==> src/rtl/cpu_pkg.sv <==
// ---------------------------------------------------------------------------
// cpu_pkg
// Shared constants, types and small helpers for the CPU front end.
//
// Contents:
//   PC_STEP           - byte distance between consecutive instructions
//   BUBBLE_INST       - instruction word used for a killed pipeline slot
//   DEFAULT_RESET_PC  - default PC loaded on reset
//   DEFAULT_MEM_WORDS - default instruction-memory depth in 32-bit words
//   pc_sel_e          - which source feeds the PC register this cycle
//   if_id_t           - contents of the IF/ID pipeline register
//   align_word()      - force a byte address onto a word boundary
//   word_in_range()   - check a byte address against the memory depth
// ---------------------------------------------------------------------------
package cpu_pkg;

  localparam logic [31:0] PC_STEP           = 32'd4;
  localparam logic [31:0] BUBBLE_INST       = 32'h0000_0000;
  localparam logic [31:0] DEFAULT_RESET_PC  = 32'h0000_0000;
  localparam int          DEFAULT_MEM_WORDS = 32;

  // Source selected for the next PC value, listed from highest to lowest
  // priority.
  typedef enum logic [1:0] {
    PC_SEL_RESET  = 2'd0,
    PC_SEL_BRANCH = 2'd1,
    PC_SEL_HOLD   = 2'd2,
    PC_SEL_SEQ    = 2'd3
  } pc_sel_e;

  typedef struct packed {
    logic [31:0] pc;
    logic [31:0] inst;
    logic        valid;
  } if_id_t;

  localparam if_id_t IF_ID_BUBBLE = '{pc: 32'h0, inst: BUBBLE_INST, valid: 1'b0};

  // Branch targets are byte addresses; the two low bits are dropped so the
  // PC always points at a whole instruction word.
  function automatic logic [31:0] align_word(input logic [31:0] addr);
    return addr & 32'hFFFF_FFFC;
  endfunction

  // True when the word addressed by a byte address exists in a memory of
  // the given depth.
  function automatic logic word_in_range(input logic [31:0] addr,
                                         input logic [31:0] words);
    return (addr >> 2) < words;
  endfunction

endpackage

==> src/rtl/fetch_stage_if_id_reg.sv <==
// ---------------------------------------------------------------------------
// if_id_reg
// IF/ID pipeline register between instruction fetch and decode.
//
// Ports:
//   clk       in   rising-edge clock
//   rst       in   synchronous active-high reset, clears the register
//   freeze    in   hold the current contents
//   flush     in   load a bubble (beats freeze)
//   pc_in     in   32  PC+4 of the instruction being fetched
//   inst_in   in   32  fetched instruction word
//   valid_in  in   1 = inst_in is a real instruction
//   pc_out    out  32  registered PC+4
//   inst_out  out  32  registered instruction word
//   valid_out out  registered valid flag
// ---------------------------------------------------------------------------
module if_id_reg
  import cpu_pkg::*;
(
  input  logic        clk,
  input  logic        rst,
  input  logic        freeze,
  input  logic        flush,
  input  logic [31:0] pc_in,
  input  logic [31:0] inst_in,
  input  logic        valid_in,
  output logic [31:0] pc_out,
  output logic [31:0] inst_out,
  output logic        valid_out
);

  if_id_t stage_q;

  // Priority is reset, then flush, then freeze, then a normal load. Flush
  // must win over freeze so a killed slot never lingers while decode stalls.
  always_ff @(posedge clk) begin
    if (rst) begin
      stage_q <= IF_ID_BUBBLE;
    end else if (flush) begin
      stage_q <= IF_ID_BUBBLE;
    end else if (freeze) begin
      stage_q <= stage_q;
    end else begin
      stage_q <= '{pc: pc_in, inst: inst_in, valid: valid_in};
    end
  end

  assign pc_out    = stage_q.pc;
  assign inst_out  = stage_q.inst;
  assign valid_out = stage_q.valid;

endmodule

==> src/rtl/fetch_stage.sv <==
// ---------------------------------------------------------------------------
// fetch_stage
// Instruction fetch: owns the PC register and next-PC mux, drives the
// instruction memory address and feeds the IF/ID pipeline register.
//
// Parameters:
//   RESET_PC   PC value loaded on reset
//   MEM_WORDS  instruction-memory depth in 32-bit words
//
// Ports:
//   clk          in   rising-edge clock
//   rst          in   synchronous active-high reset
//   freeze       in   hazard stall, hold PC and IF/ID
//   branch_taken in   redirect fetch to branch_addr (beats freeze)
//   branch_addr  in   32  byte-address branch target
//   flush        in   kill the next IF/ID contents
//   imem_addr    out  32  byte address to instruction memory (= PC)
//   imem_inst    in   32  instruction word at imem_addr, combinational
//   pc_out       out  32  registered PC+4 of the IF/ID instruction
//   inst_out     out  32  registered instruction word
//   valid_out    out  registered, 1 = inst_out is a real instruction
// ---------------------------------------------------------------------------
module fetch_stage
  import cpu_pkg::*;
#(
  parameter logic [31:0] RESET_PC  = DEFAULT_RESET_PC,
  parameter int          MEM_WORDS = DEFAULT_MEM_WORDS
)(
  input  logic        clk,
  input  logic        rst,
  input  logic        freeze,
  input  logic        branch_taken,
  input  logic [31:0] branch_addr,
  input  logic        flush,
  output logic [31:0] imem_addr,
  input  logic [31:0] imem_inst,
  output logic [31:0] pc_out,
  output logic [31:0] inst_out,
  output logic        valid_out
);

  localparam logic [31:0] MEM_LIMIT = 32'(MEM_WORDS);

  logic [31:0] pc_q;
  logic [31:0] pc_plus4;
  logic [31:0] branch_target;
  logic        fetch_in_range;
  logic [31:0] fetch_inst;
  pc_sel_e     pc_sel;

  // Memory sees the PC register directly so the fetched word is available
  // in the same cycle and lands in IF/ID on the next edge.
  assign imem_addr = pc_q;

  // 32-bit addition wraps naturally, so the last word of the address space
  // is followed by address zero.
  assign pc_plus4      = pc_q + PC_STEP;
  assign branch_target = align_word(branch_addr);

  // Addresses beyond the memory fetch a bubble instead of stalling; the PC
  // keeps advancing so a later branch can still bring fetch back.
  assign fetch_in_range = word_in_range(pc_q, MEM_LIMIT);
  assign fetch_inst     = fetch_in_range ? imem_inst : BUBBLE_INST;

  // Decode the next-PC source. A branch beats freeze because the stalled
  // instruction is on the wrong path anyway. Flush never touches the PC.
  always_comb begin
    pc_sel = PC_SEL_SEQ;
    if (rst) begin
      pc_sel = PC_SEL_RESET;
    end else if (branch_taken) begin
      pc_sel = PC_SEL_BRANCH;
    end else if (freeze) begin
      pc_sel = PC_SEL_HOLD;
    end
  end

  // PC register, loaded from the source chosen above.
  always_ff @(posedge clk) begin
    case (pc_sel)
      PC_SEL_RESET:  pc_q <= RESET_PC;
      PC_SEL_BRANCH: pc_q <= branch_target;
      PC_SEL_HOLD:   pc_q <= pc_q;
      default:       pc_q <= pc_plus4;
    endcase
  end

  // A taken branch also kills the instruction fetched this cycle, since it
  // came from the fall-through path.
  if_id_reg u_if_id (
    .clk       (clk),
    .rst       (rst),
    .freeze    (freeze),
    .flush     (flush | branch_taken),
    .pc_in     (pc_plus4),
    .inst_in   (fetch_inst),
    .valid_in  (fetch_in_range),
    .pc_out    (pc_out),
    .inst_out  (inst_out),
    .valid_out (valid_out)
  );

endmodule

==> config.mk <==
export PLATFORM = sky130hd
export DESIGN_NAME = fetch_stage
export DESIGN_NICKNAME = d
export VERILOG_FILES = /design/src/rtl/cpu_pkg.sv /design/src/rtl/fetch_stage_if_id_reg.sv /design/src/rtl/fetch_stage.sv
export SDC_FILE = /design/constraint.sdc
export NUM_CORES = 1
export LEC_CHECK = 0
export ABC_AREA = 1
export BUFFER_PORTS_ARGS = -buffer_cell sky130_fd_sc_hd__buf_2
export CAP_MARGIN = 20
export CORE_MARGIN = 2
export CORE_UTILIZATION = 50
export CTS_BUF_LIST = sky130_fd_sc_hd__clkbuf_2
export DETAILED_ROUTE_END_ITERATION = 6
export PLACE_DENSITY = 0.8
export SYNTH_ARGS = -nofsm -noshare
export SYNTH_HDL_FRONTEND = slang
export SYNTH_SLANG_ARGS = --single-unit
==> constraint.sdc <==
create_clock -name clk -period 4.3 [get_ports clk]
set_input_delay 0.215 -clock clk [delete_from_list [all_inputs] [get_ports clk]]
set_output_delay 0.215 -clock clk [all_outputs]
set_load 0.02 [all_outputs]
==> results.cfg <==
[floorplanning]
dieWidth_um = 101
core_sq_um = 9200
ios = 166
rows = 35
dieArea_sq_um = 10300
floorplan.initialDensity_pct = 51.5
die_y_um = 101

[clocking]
numCtsBuffers = 9
insertion_delay_ps = 580
post_cts_buffers = 0
h-tree-depth = 3
cts_tree = yes
cts_root_buffer = clkbuf_2
clock_sinks = 93
clk_pin_slew_ps = 290
max-clock-path-buffers = 2

[detailed_routing]
drt-vias-per-instance = 5.09
dr.pass1.iters = 5
via_count = 5034
wire_per_inst_um = 14.6
ant_nets = 0
drt_first_iter_violations = 288
wl_um = 14400
drc_errors = 0

[logic_synthesis]
synth_compound_area_share_pct = 7.48
yosysWarnings = 0
synth.avg_cell_area_sq_um = 7.12
synth-seq-area-share_pct = 45.7
syn_area_sq_um = 4740
yosys_most_used_dff = dfxtp_1
yosysTopAreaCellShare_pct = 26.6
yosys.area_share.adder_pct = 0.264
muxShareOfSynthArea_pct = 0
synth_top_family_by_area = simple AND/OR/NAND/NOR gates
synth_xor_area_share_pct = 1.66
synthCells = 665
synth_edf_count = 30
synth.largest_area_cell = dfxtp_1
synthSimpleGateAreaFrac_pct = 36.2
async_flop_share_pct = 0
netlist_top_cells_area = dfxtp_1 (27%), edfxtp_1 (19%), nand2_1 (17%)
synth_cell_type_count = 30
ys_ff_latch = 93

[cells_and_area]
finalNonFillerCells = 989
diodes = 0
fin_nets = 943
area_delta_synth_final_pct = 33.1
fin_util_pct = 68.5
drive_gt1_share_pct = 23.7

[sta]
fin_crit_sh_pct = 46.0
finalCriticalPeriod_ps = 1980
max_slew.worst_pin.slew_ps = 1020
rsz0062_at_grt = false
timing_hold_violations_final = 0
fin_ws_ps = 2320
fin_worst_skew_ps = 24.7
final_max_slew_viol_count = 0
slew_headroom_pct = 31.9
timing.fmax_mhz = 506
finalSetupViolCount = 0
fin_tns_setup_ps = 0

[global_route]
grt_pass1_vias = 4658
grt_pass1_wl_um = 22300
grt_antenna_before_repair = 0
grt_usage_pct = 27.9
grt_overflow = 0
grt_max_degree = 62

[run_status]
status = completed

[worst_hold_path]
whs_endpoint = imem_addr[13]
min_path_type = input port to flip-flop
hp-start = branch_taken
min_path_cells = 4

[critical_path]
r2r_cells = 5
critPathKind = flip-flop to flip-flop
end_kind = flip-flop
r2r_slack_ps = 2320
startpoint_type = flip-flop
crit_required_ps = 4820
reg2reg_from = imem_addr[17]
cp_max_fo = 33
r2r_end = u_if_id.inst_out[27]
worstPathArrival_ps = 2500
critPathLaunch = imem_addr[17]

[placement]
gp_congestion = 0.956
place.port_buffers = 159
dp_cells = 909
dp_slack_ps = 2100
hpwl_um = 9840

[power_and_ir_drop]
pwr-share-comb_pct = 17.4
peakVddDrop_mv = 0.153
p_leak_uw = 0.00308
powerDensity_nw_per_um2 = 285
pwr-share-seq_pct = 55.4
switchingPower_uw = 576
internal_power_uw = 1220
swShare_pct = 32.0
pwr-share-clk_pct = 27.2

[job]
timing.max_cap.violations = 0
==> cells in the mapped netlist (all sizes together), types with 2 or more instances <==
library cell / instances
nand2: 217
nor2: 115
dfxtp: 63
inv: 62
nand3: 61
a21oi: 36
edfxtp: 30
o21ai: 24
buf: 19
clkbuf: 12
xnor2: 6
nand4: 5
a22o: 4
nand3b: 3
xor2: 3
and2: 2
==> per-stage QoR <==
| step | instance area [sq um] | hold WS [ps] | power, uW |
|---|---|---|---|
| after floorplan | 4750 | 359 | 1170 |
| after global placement | 5520 | 440 | 1270 |
| after detailed placement | 5520 | 446 | 1270 |
| after CTS | 6290 | 124 | 1800 |
| after global routing | 6300 | 121 | 1870 |
| final | 6300 | 145 | 1800 |
==> timing repair <==
| item | in CTS | in global routing |
|---|---|---|
| hold endpoints to repair | 64 | 0 |
| hold buffers | 63 | 0 |
| resized for setup | 0 | 0 |
==> worst max path at each step <==
stage                                 to  slack (ps)  depth (start not counted)
floorplan                  imem_addr[10]        2570                          3
global placement            imem_addr[2]        2170                          3
detailed placement          imem_addr[4]        2100                          3
CTS                  u_if_id.inst_out[9]        2370                          5
global route        u_if_id.inst_out[27]        2190                          5
finish              u_if_id.inst_out[27]        2320                          5
==> logic make-up (layout without fill, tap and decap cells) <==
| group | Yosys count | after routing |
|---|---|---|
| AOI/OAI and AO/OA | 65 | 65 |
| xor gates and xnor gates | 9 | 9 |
| adders and majority gates | 1 | 1 |
| buffers and inverters | 93 | 303 |
| and+or+nand+nor | 403 | 403 |
| other | 1 | 4 |
| DFF | 93 | 93 |
==> layout by cell type, fill, tap and decap left out, types with 14 or more instances in the layout <==
| cell | n |
|---|---|
| a21oi_1 | 34 |
| buf_2 | 159 |
| dfxtp_1 | 63 |
| dlygate4sd3_1 | 63 |
| edfxtp_1 | 30 |
| inv_1 | 59 |
| nand2_1 | 211 |
| nand3_1 | 58 |
| nor2_1 | 100 |
| o21ai_0 | 14 |
==> worst max-delay path, cell delays in order (launching register included) <==
cell and delay [ps]:
edfxtp_1 580, nor2_1 150, nand4_1 180, nor2_4 630
nand3_1 180, a21oi_1 220
==> state kept, by name, summed over array words and instances (netlist names) <==
| register | flops |
|---|---|
| u_if_id.pc_out | 30 |
| imem_addr | 30 |
| u_if_id.inst_out | 32 |
| u_if_id.valid_out | 1 |
==> power groups by stage <==
| stage | combinational [uW] | sequential, uW | clock, uW |
|---|---|---|---|
| after global placement | 257 | 1010 | 0 |
| after floorplan | 130 | 1040 | 0 |
| final | 313 | 997 | 489 |
| after global routing | 341 | 1000 | 527 |
| after detailed placement | 262 | 1010 | 0 |
| after CTS | 307 | 995 | 494 |
==> final cells by class <==
class	instances	area, sq um
clock inverters	7	91.3
clock buffers	9	45.0
inverters	62	233
flip-flops and latches	93	2160
well taps	111	139
fillers	789	2890
multi-input cells	482	2180
repair buffers	225	1460
==> metal layers <==
layer	vias up	global-route usage [%]	share of wire, %
met5	-	0	0
met4	0	10.2	1.7
met3	25	5.73	6.6
met2	201	47.2	49
met1	2295	35.2	43
li1	2513	-	-
(Power assumes the default switching activity.)
